`config.mk`:
```
export PLATFORM = sky130hd
export DESIGN_NAME = data_memory
export DESIGN_NICKNAME = d
export VERILOG_FILES = /design/src/rtl/mem_pkg.sv /design/src/rtl/mux.sv /design/src/rtl/data_memory.sv
export SDC_FILE = /design/constraint.sdc
export NUM_CORES = 1
export LEC_CHECK = 0
export BUFFER_PORTS_ARGS = -buffer_cell sky130_fd_sc_hd__buf_2
export CAP_MARGIN = 30
export CELL_PAD_IN_SITES_DETAIL_PLACEMENT = 1
export CELL_PAD_IN_SITES_GLOBAL_PLACEMENT = 1
export CORE_MARGIN = 2
export CORE_UTILIZATION = 41
export DETAILED_ROUTE_END_ITERATION = 6
export PLACE_DENSITY = 0.87
export SKIP_CTS_REPAIR_TIMING = 1
export SYNTH_ARGS = -nofsm -noshare
export SYNTH_HDL_FRONTEND = slang
export SYNTH_SLANG_ARGS = --single-unit
export TNS_END_PERCENT = 30
```
`constraint.sdc`:
```
create_clock -name clk -period 7.5 [get_ports clk]
set_clock_uncertainty 0.15 [all_clocks]
set_input_delay 0.375 -clock clk [delete_from_list [all_inputs] [get_ports clk]]
set_output_delay 0.375 -clock clk [all_outputs]
set_load 0.1 [all_outputs]
```
`src/rtl/mem_pkg.sv`:
```
`default_nettype none
// ============================================================================
//  Module      : mem_pkg
//  Description : Shared types for the data memory block. Holds the dump
//                state machine encoding used by data_memory.
//  Revision    : 1.0 - initial release
// ============================================================================
package mem_pkg;

    // Dump streaming state machine: idle, or presenting one word per beat.
    typedef enum logic [0:0] {
        DMP_IDLE = 1'b0,
        DMP_SEND = 1'b1
    } dmp_state_e;

endpackage : mem_pkg
`default_nettype wire

```
`src/rtl/mux.sv`:
```
`default_nettype none
// ============================================================================
//  Module      : mux
//  Description : Generic N-input one-hot-free word multiplexer. Selects word
//                i_sel out of a flat input bus; an out-of-range select gives 0.
//  Ports       : i_data [NUM_INPUTS*WIDTH] flat inputs, word k at k*WIDTH
//                i_sel  [SEL_W]            word select
//                o_data [WIDTH]            selected word
//  Revision    : 1.0 - initial release
// ============================================================================
module mux #(
    parameter int NUM_INPUTS = 2,
    parameter int WIDTH      = 32,
    localparam int SEL_W     = (NUM_INPUTS > 1) ? $clog2(NUM_INPUTS) : 1
) (
    input  logic [NUM_INPUTS*WIDTH-1:0] i_data,
    input  logic [SEL_W-1:0]            i_sel,
    output logic [WIDTH-1:0]            o_data
);

    always_comb begin
        o_data = '0;
        for (int k = 0; k < NUM_INPUTS; k++) begin
            if (int'(i_sel) == k) begin
                o_data = i_data[k*WIDTH +: WIDTH];
            end
        end
    end

endmodule : mux
`default_nettype wire

```
`src/rtl/data_memory.sv`:
```
`default_nettype none
// ============================================================================
//  Module      : data_memory
//  Description : Register-based data memory with flat read-out, a single
//                store port and a ready/valid dump streamer that walks every
//                word in address order.
//  Ports       : clk, rst (synchronous, active-low)
//                i_store_enable / i_store_select / i_store_word : store port
//                o_mem          : flat contents, word k at k*REG_WIDTH
//                i_dump_start   : one-cycle request to stream all words
//                o_dump_valid / i_dump_ready : dump handshake
//                o_dump_addr / o_dump_word   : presented dump beat
//                o_dump_busy    : dump in progress
//                o_store_oob    : sticky out-of-range store flag
//                o_store_count  : accepted-store counter (saturating)
//  Config      : DATA_MEMORY_STORE_COUNT_EN - enables o_store_count; when
//                undefined the counter is absent and the port reads 0.
//  Revision    : 1.0 - initial release
// ============================================================================
module data_memory
    import mem_pkg::*;
#(
    parameter int NUM_MEM    = 16,
    parameter int REG_WIDTH  = 32,
    localparam int MEM_SELECT = $clog2(NUM_MEM)
) (
    input  logic                         clk,
    input  logic                         rst,
    input  logic                         i_store_enable,
    input  logic [MEM_SELECT-1:0]        i_store_select,
    input  logic [REG_WIDTH-1:0]         i_store_word,
    output logic [NUM_MEM*REG_WIDTH-1:0] o_mem,
    input  logic                         i_dump_start,
    output logic                         o_dump_valid,
    input  logic                         i_dump_ready,
    output logic [MEM_SELECT-1:0]        o_dump_addr,
    output logic [REG_WIDTH-1:0]         o_dump_word,
    output logic                         o_dump_busy,
    output logic                         o_store_oob,
    output logic [15:0]                  o_store_count
);

    // One extra bit so NUM_MEM itself is representable for the range check.
    localparam logic [MEM_SELECT:0]   c_num_mem  = (MEM_SELECT+1)'(NUM_MEM);
    localparam logic [MEM_SELECT-1:0] c_last_adr = MEM_SELECT'(NUM_MEM - 1);

    logic [NUM_MEM-1:0][REG_WIDTH-1:0] r_mem;
    logic                              r_store_oob;
    dmp_state_e                        r_state;
    dmp_state_e                        w_state_nxt;
    logic [MEM_SELECT-1:0]             r_dump_addr;
    logic [MEM_SELECT-1:0]             w_dump_addr_nxt;
    logic [MEM_SELECT-1:0]             w_load_addr;
    logic [REG_WIDTH-1:0]              r_dump_word;
    logic [REG_WIDTH-1:0]              w_dump_word_nxt;
    logic [REG_WIDTH-1:0]              w_mux_word;
    logic                              w_load;
    logic                              w_store_accept;

    assign w_store_accept = i_store_enable && ({1'b0, i_store_select} < c_num_mem);

    // ------------------------------------------------------------------
    // Storage and sticky out-of-range flag
    // ------------------------------------------------------------------
    always_ff @(posedge clk) begin
        if (!rst) begin
            r_mem       <= '0;
            r_store_oob <= 1'b0;
        end else begin
            if (w_store_accept) begin
                r_mem[i_store_select] <= i_store_word;
            end
            if (i_store_enable && !w_store_accept) begin
                r_store_oob <= 1'b1;
            end
        end
    end

    assign o_mem       = r_mem;
    assign o_store_oob = r_store_oob;

    // ------------------------------------------------------------------
    // Dump word selection from the pre-edge memory contents
    // ------------------------------------------------------------------
    mux #(
        .NUM_INPUTS (NUM_MEM),
        .WIDTH      (REG_WIDTH)
    ) u_dump_mux (
        .i_data (r_mem),
        .i_sel  (w_load_addr),
        .o_data (w_mux_word)
    );

    // ------------------------------------------------------------------
    // Dump FSM: next state, address and word
    // ------------------------------------------------------------------
    always_comb begin
        w_state_nxt     = r_state;
        w_dump_addr_nxt = r_dump_addr;
        w_load_addr     = '0;
        w_load          = 1'b0;
        case (r_state)
            DMP_IDLE: begin
                if (i_dump_start) begin
                    w_state_nxt     = DMP_SEND;
                    w_dump_addr_nxt = '0;
                    w_load_addr     = '0;
                    w_load          = 1'b1;
                end
            end
            DMP_SEND: begin
                // o_dump_valid is 1 throughout SEND, so ready alone completes a beat.
                if (i_dump_ready) begin
                    if (r_dump_addr == c_last_adr) begin
                        w_state_nxt     = DMP_IDLE;
                        w_dump_addr_nxt = '0;
                    end else begin
                        w_dump_addr_nxt = r_dump_addr + MEM_SELECT'(1);
                        w_load_addr     = r_dump_addr + MEM_SELECT'(1);
                        w_load          = 1'b1;
                    end
                end
            end
            default: begin
                w_state_nxt     = DMP_IDLE;
                w_dump_addr_nxt = '0;
            end
        endcase

        // The mux sees memory before this edge's store lands, so a store to
        // the word being loaded is forwarded to keep the beat current.
        w_dump_word_nxt = r_dump_word;
        if (w_load) begin
            if (w_store_accept && (i_store_select == w_load_addr)) begin
                w_dump_word_nxt = i_store_word;
            end else begin
                w_dump_word_nxt = w_mux_word;
            end
        end
    end

    always_ff @(posedge clk) begin
        if (!rst) begin
            r_state     <= DMP_IDLE;
            r_dump_addr <= '0;
            r_dump_word <= '0;
        end else begin
            r_state     <= w_state_nxt;
            r_dump_addr <= w_dump_addr_nxt;
            r_dump_word <= w_dump_word_nxt;
        end
    end

    assign o_dump_valid = (r_state == DMP_SEND);
    assign o_dump_busy  = (r_state != DMP_IDLE);
    assign o_dump_addr  = r_dump_addr;
    assign o_dump_word  = r_dump_word;

    // ------------------------------------------------------------------
    // Accepted-store counter
    // ------------------------------------------------------------------
`ifdef DATA_MEMORY_STORE_COUNT_EN
    logic [15:0] r_store_count;

    always_ff @(posedge clk) begin
        if (!rst) begin
            r_store_count <= 16'd0;
        end else if (w_store_accept && (r_store_count != 16'hFFFF)) begin
            r_store_count <= r_store_count + 16'd1;
        end
    end

    assign o_store_count = r_store_count;
`else
    assign o_store_count = 16'd0;
`endif

endmodule : data_memory
`default_nettype wire

```
==> impl_summary.log <==
INFO  metric ys_warn_count = 0
INFO  metric initial_util = 0.4124
INFO  metric yosys.area.top_type_share = 0.4541
INFO  metric post_synth.cell_area_avg = 7.504 um2
INFO  metric grt_max_degree = 187
INFO  metric worst_hold_path.num_cells = 4
INFO  metric p_leak = 11.47 nW
INFO  metric clkSlewWorstSetupHoldPaths = 0.07 ns
INFO  metric drt-total-wl = 146600 um
INFO  metric synth_cell_type_count = 85
INFO  metric timing.critical_path.fanout_max = 35
INFO  metric synth_compound_gate_area_share = 0.2265
INFO  metric worst_setup_path_start_kind = flip-flop
INFO  metric fp.dieArea = 0.06098 mm2
INFO  metric post-synth-top-count-cell = sky130_fd_sc_hd__nand2_1
INFO  metric setup_slack = 3.013 ns
INFO  metric htree_levels = 2
INFO  metric syn2layout_area_growth = 20.07%
INFO  metric worst_slew_margin_rel = 0.2844
INFO  metric timing_worst_slew_pin_value = 1.064 ns
INFO  metric async_reset_ff_frac = 0
INFO  metric max_rail_drop_vdd = 0.1589 mV
INFO  metric fin_total_pwr = 6.704 mW
INFO  metric synth-adder-area-share = 0.0005170
INFO  metric first_pass_grt_wire_length = 203500 um
INFO  metric critical_path_arrival = 4.94 ns
INFO  metric synth_common_cells = 1157 x sky130_fd_sc_hd__nand2_1, 549 x sky130_fd_sc_hd__dfxtp_1, 496 x sky130_fd_sc_hd__a21oi_1
INFO  metric power.density_cell_area = 230.7 mW/mm2
INFO  metric cp-end-kind = flip-flop
INFO  metric violations = DRC
INFO  metric cts_inserted_buffers = 57
INFO  metric first_pass_iters = 7
INFO  metric avgViaCountPerCell = 6.548
INFO  metric clock_tree_from_tritoncts = done
INFO  metric synthesis.instances = 3225
INFO  metric post-route-min-period = 4.487 ns
INFO  metric r2r.worst_path.cells = 9
INFO  metric via_count = 29030
INFO  metric route.detailed.drc = 5
INFO  metric synthMuxAreaShare = 0.01990
INFO  metric dp_wirelength = 104500 um
INFO  metric clock-root-buffer = sky130_fd_sc_hd__clkbuf_16
INFO  metric hold_path_class = in2reg
INFO  metric maxClockFrequency = 222.9 MHz
INFO  metric ys_seq_elements = 549
INFO  metric timing.hold.ws = 0.05598 ns
INFO  metric floorplan.io_pins = 608
INFO  metric hold_violations = 0
INFO  metric wl_per_cell = 33.05 um
INFO  metric synth_xor_xnor_area_share = 0.002533
INFO  metric clk-insertion-delay-late = 0.65 ns
INFO  metric syn_area = 0.02420 mm2
INFO  metric timing.final.crit_share = 0.5983
INFO  metric synth-main-ff-cell = sky130_fd_sc_hd__dfxtp_1
INFO  metric number_of_antenna_violations_at_the_first_check_in_global_routing = 10
INFO  metric timing.final.max_slew_violations = 0
INFO  metric synth_simple_gate_area_frac = 0.2360
INFO  metric grt_overflow_total = 0
INFO  metric die_width = 247.0 um
INFO  metric critPathRequiredTime = 7.95 ns
INFO  metric die_height = 247.0 um
INFO  metric utilization = 0.4951
INFO  metric cts.path.max_buffers = 3
INFO  metric grt_use_total = 0.4639
INFO  metric drv.max_cap_violation_count = 0
INFO  metric final_layout_size_suffix_gt1_frac = 0.2164
INFO  metric fin_setup_tns = 0 ns
INFO  metric port_buffers = 590
INFO  metric vias_in_the_first_global_route = 27400
INFO  metric std_cell_rows = 89
INFO  metric numClockSinks = 549
INFO  metric post_synth_edffs = 0
INFO  metric report.final.setup_viol = 0
INFO  metric synth_largest_area_cell = sky130_fd_sc_hd__dfxtp_1
INFO  metric outcome = complete, but fails checks
INFO  metric crit_type = reg2reg
INFO  metric detail_route.iter0.violations = 4664
INFO  metric synth_seq_area_share = 0.4541
INFO  metric leading_cell_types_by_total_area_after_synthesis = sky130_fd_sc_hd__dfxtp_1 45%, sky130_fd_sc_hd__nand2_1 18%, sky130_fd_sc_hd__a21oi_1 10%
INFO  metric finish.net_count = 3654
INFO  metric gp_routability_congestion = 1.095
INFO  metric place_worst_setup_slack = 3.194 ns
INFO  metric synth_top_family_by_area = simple AND/OR/NAND/NOR gates
INFO  metric unrepaired_setup_endpoints_after_global_routing = no
INFO  metric route.antenna.remaining_nets = 0
INFO  metric core = 0.05869 mm2
path summary, 6_finish.rpt:
check,from,end,slack (ns)
hold / removal,i_dump_ready,o_dump_addr[2],0.06
setup / recovery,o_dump_addr[1],o_dump_word[18],3.01
hold reg to reg,o_mem[462],o_mem[462],0.32
setup reg to reg,o_dump_addr[1],o_dump_word[18],3.01
kinds of logic (layout without fill, tap and decap cells):
| group | after synthesis | in the layout |
|---|---|---|
| AOI/OAI and AO/OA | 884 | 884 |
| xor gates and xnor gates | 4 | 4 |
| adders and majority gates | 1 | 1 |
| buffers and inverters | 330 | 739 |
| DFF | 549 | 549 |
| muxes | 47 | 47 |
| other | 1 | 28 |
| and+or+nand+nor | 1409 | 1409 |
per-stage QoR:
| step | instance area [um2] | instances |
|---|---|---|
| 6_report | 29060 | 4434 |
| 5_1_grt | 29030 | 4425 |
| 4_1_cts | 29010 | 4421 |
| 3_5_place_dp | 27270 | 4324 |
| 3_3_place_gp | 27170 | 4319 |
| 2_1_floorplan | 24260 | 3241 |
final cells by class:
cell class / instances / area (um2)
Sequential cell: 549 / 10990
Inverter: 6 / 30.03
Multi-Input combinational cell: 2362 / 11930
Antenna cell: 11 / 27.53
Tap cell: 773 / 967.2
Clock inverter: 16 / 97.59
Timing Repair Buffer: 636 / 3368
Clock buffer: 81 / 1649
Fill cell: 7407 / 29630
cell usage in the layout (no fill, tap or decap), types with 14 or more instances in the layout:
master,count
sky130_fd_sc_hd__a211oi_1,21
sky130_fd_sc_hd__a21boi_0,85
sky130_fd_sc_hd__a21oi_1,496
sky130_fd_sc_hd__a221o_1,14
sky130_fd_sc_hd__a221oi_1,29
sky130_fd_sc_hd__a222oi_1,19
sky130_fd_sc_hd__a22oi_1,30
sky130_fd_sc_hd__a31oi_1,15
sky130_fd_sc_hd__and3_1,23
sky130_fd_sc_hd__buf_2,590
sky130_fd_sc_hd__buf_4,39
sky130_fd_sc_hd__clkbuf_16,59
sky130_fd_sc_hd__conb_1,17
sky130_fd_sc_hd__dfxtp_1,548
sky130_fd_sc_hd__mux2i_1,38
sky130_fd_sc_hd__nand2_1,1155
sky130_fd_sc_hd__nand3_1,45
sky130_fd_sc_hd__nor2_1,66
sky130_fd_sc_hd__nor3_1,25
sky130_fd_sc_hd__o21ai_0,38
sky130_fd_sc_hd__o22ai_1,50
registers in the layout (all words and copies together) (netlist names):
signal and cells:
o_mem 512, o_dump_addr 4, o_dump_word 32, o_dump_busy 1
metal layers:
layer | part of all wire | GRT usage
met5 | 0.00020 | 0
met1 | 0.36 | 0.5877
met2 | 0.40 | 0.6409
met3 | 0.16 | 0.1899
met4 | 0.076 | 0.3078
where the power goes:
group	switching [mW]	internal, mW	total (mW)
sequential	0.0698	2.96	3.03
combinational	0.759	0.126	0.885
clock	1.27	1.52	2.79
worst max-delay path, cell delays in order, from the launching register on:
cell	delay, ns
sky130_fd_sc_hd__dfxtp_1	0.48
sky130_fd_sc_hd__ha_2	0.43
sky130_fd_sc_hd__buf_4	0.35
sky130_fd_sc_hd__nand4bb_1	0.31
sky130_fd_sc_hd__nor2_1	0.71
sky130_fd_sc_hd__o21a_1	0.25
sky130_fd_sc_hd__o21bai_1	0.42
sky130_fd_sc_hd__a221oi_1	0.13
sky130_fd_sc_hd__nor4_1	0.95
sky130_fd_sc_hd__a221o_1	0.27
No activity file was read; power rests on OpenSTA's default activity.
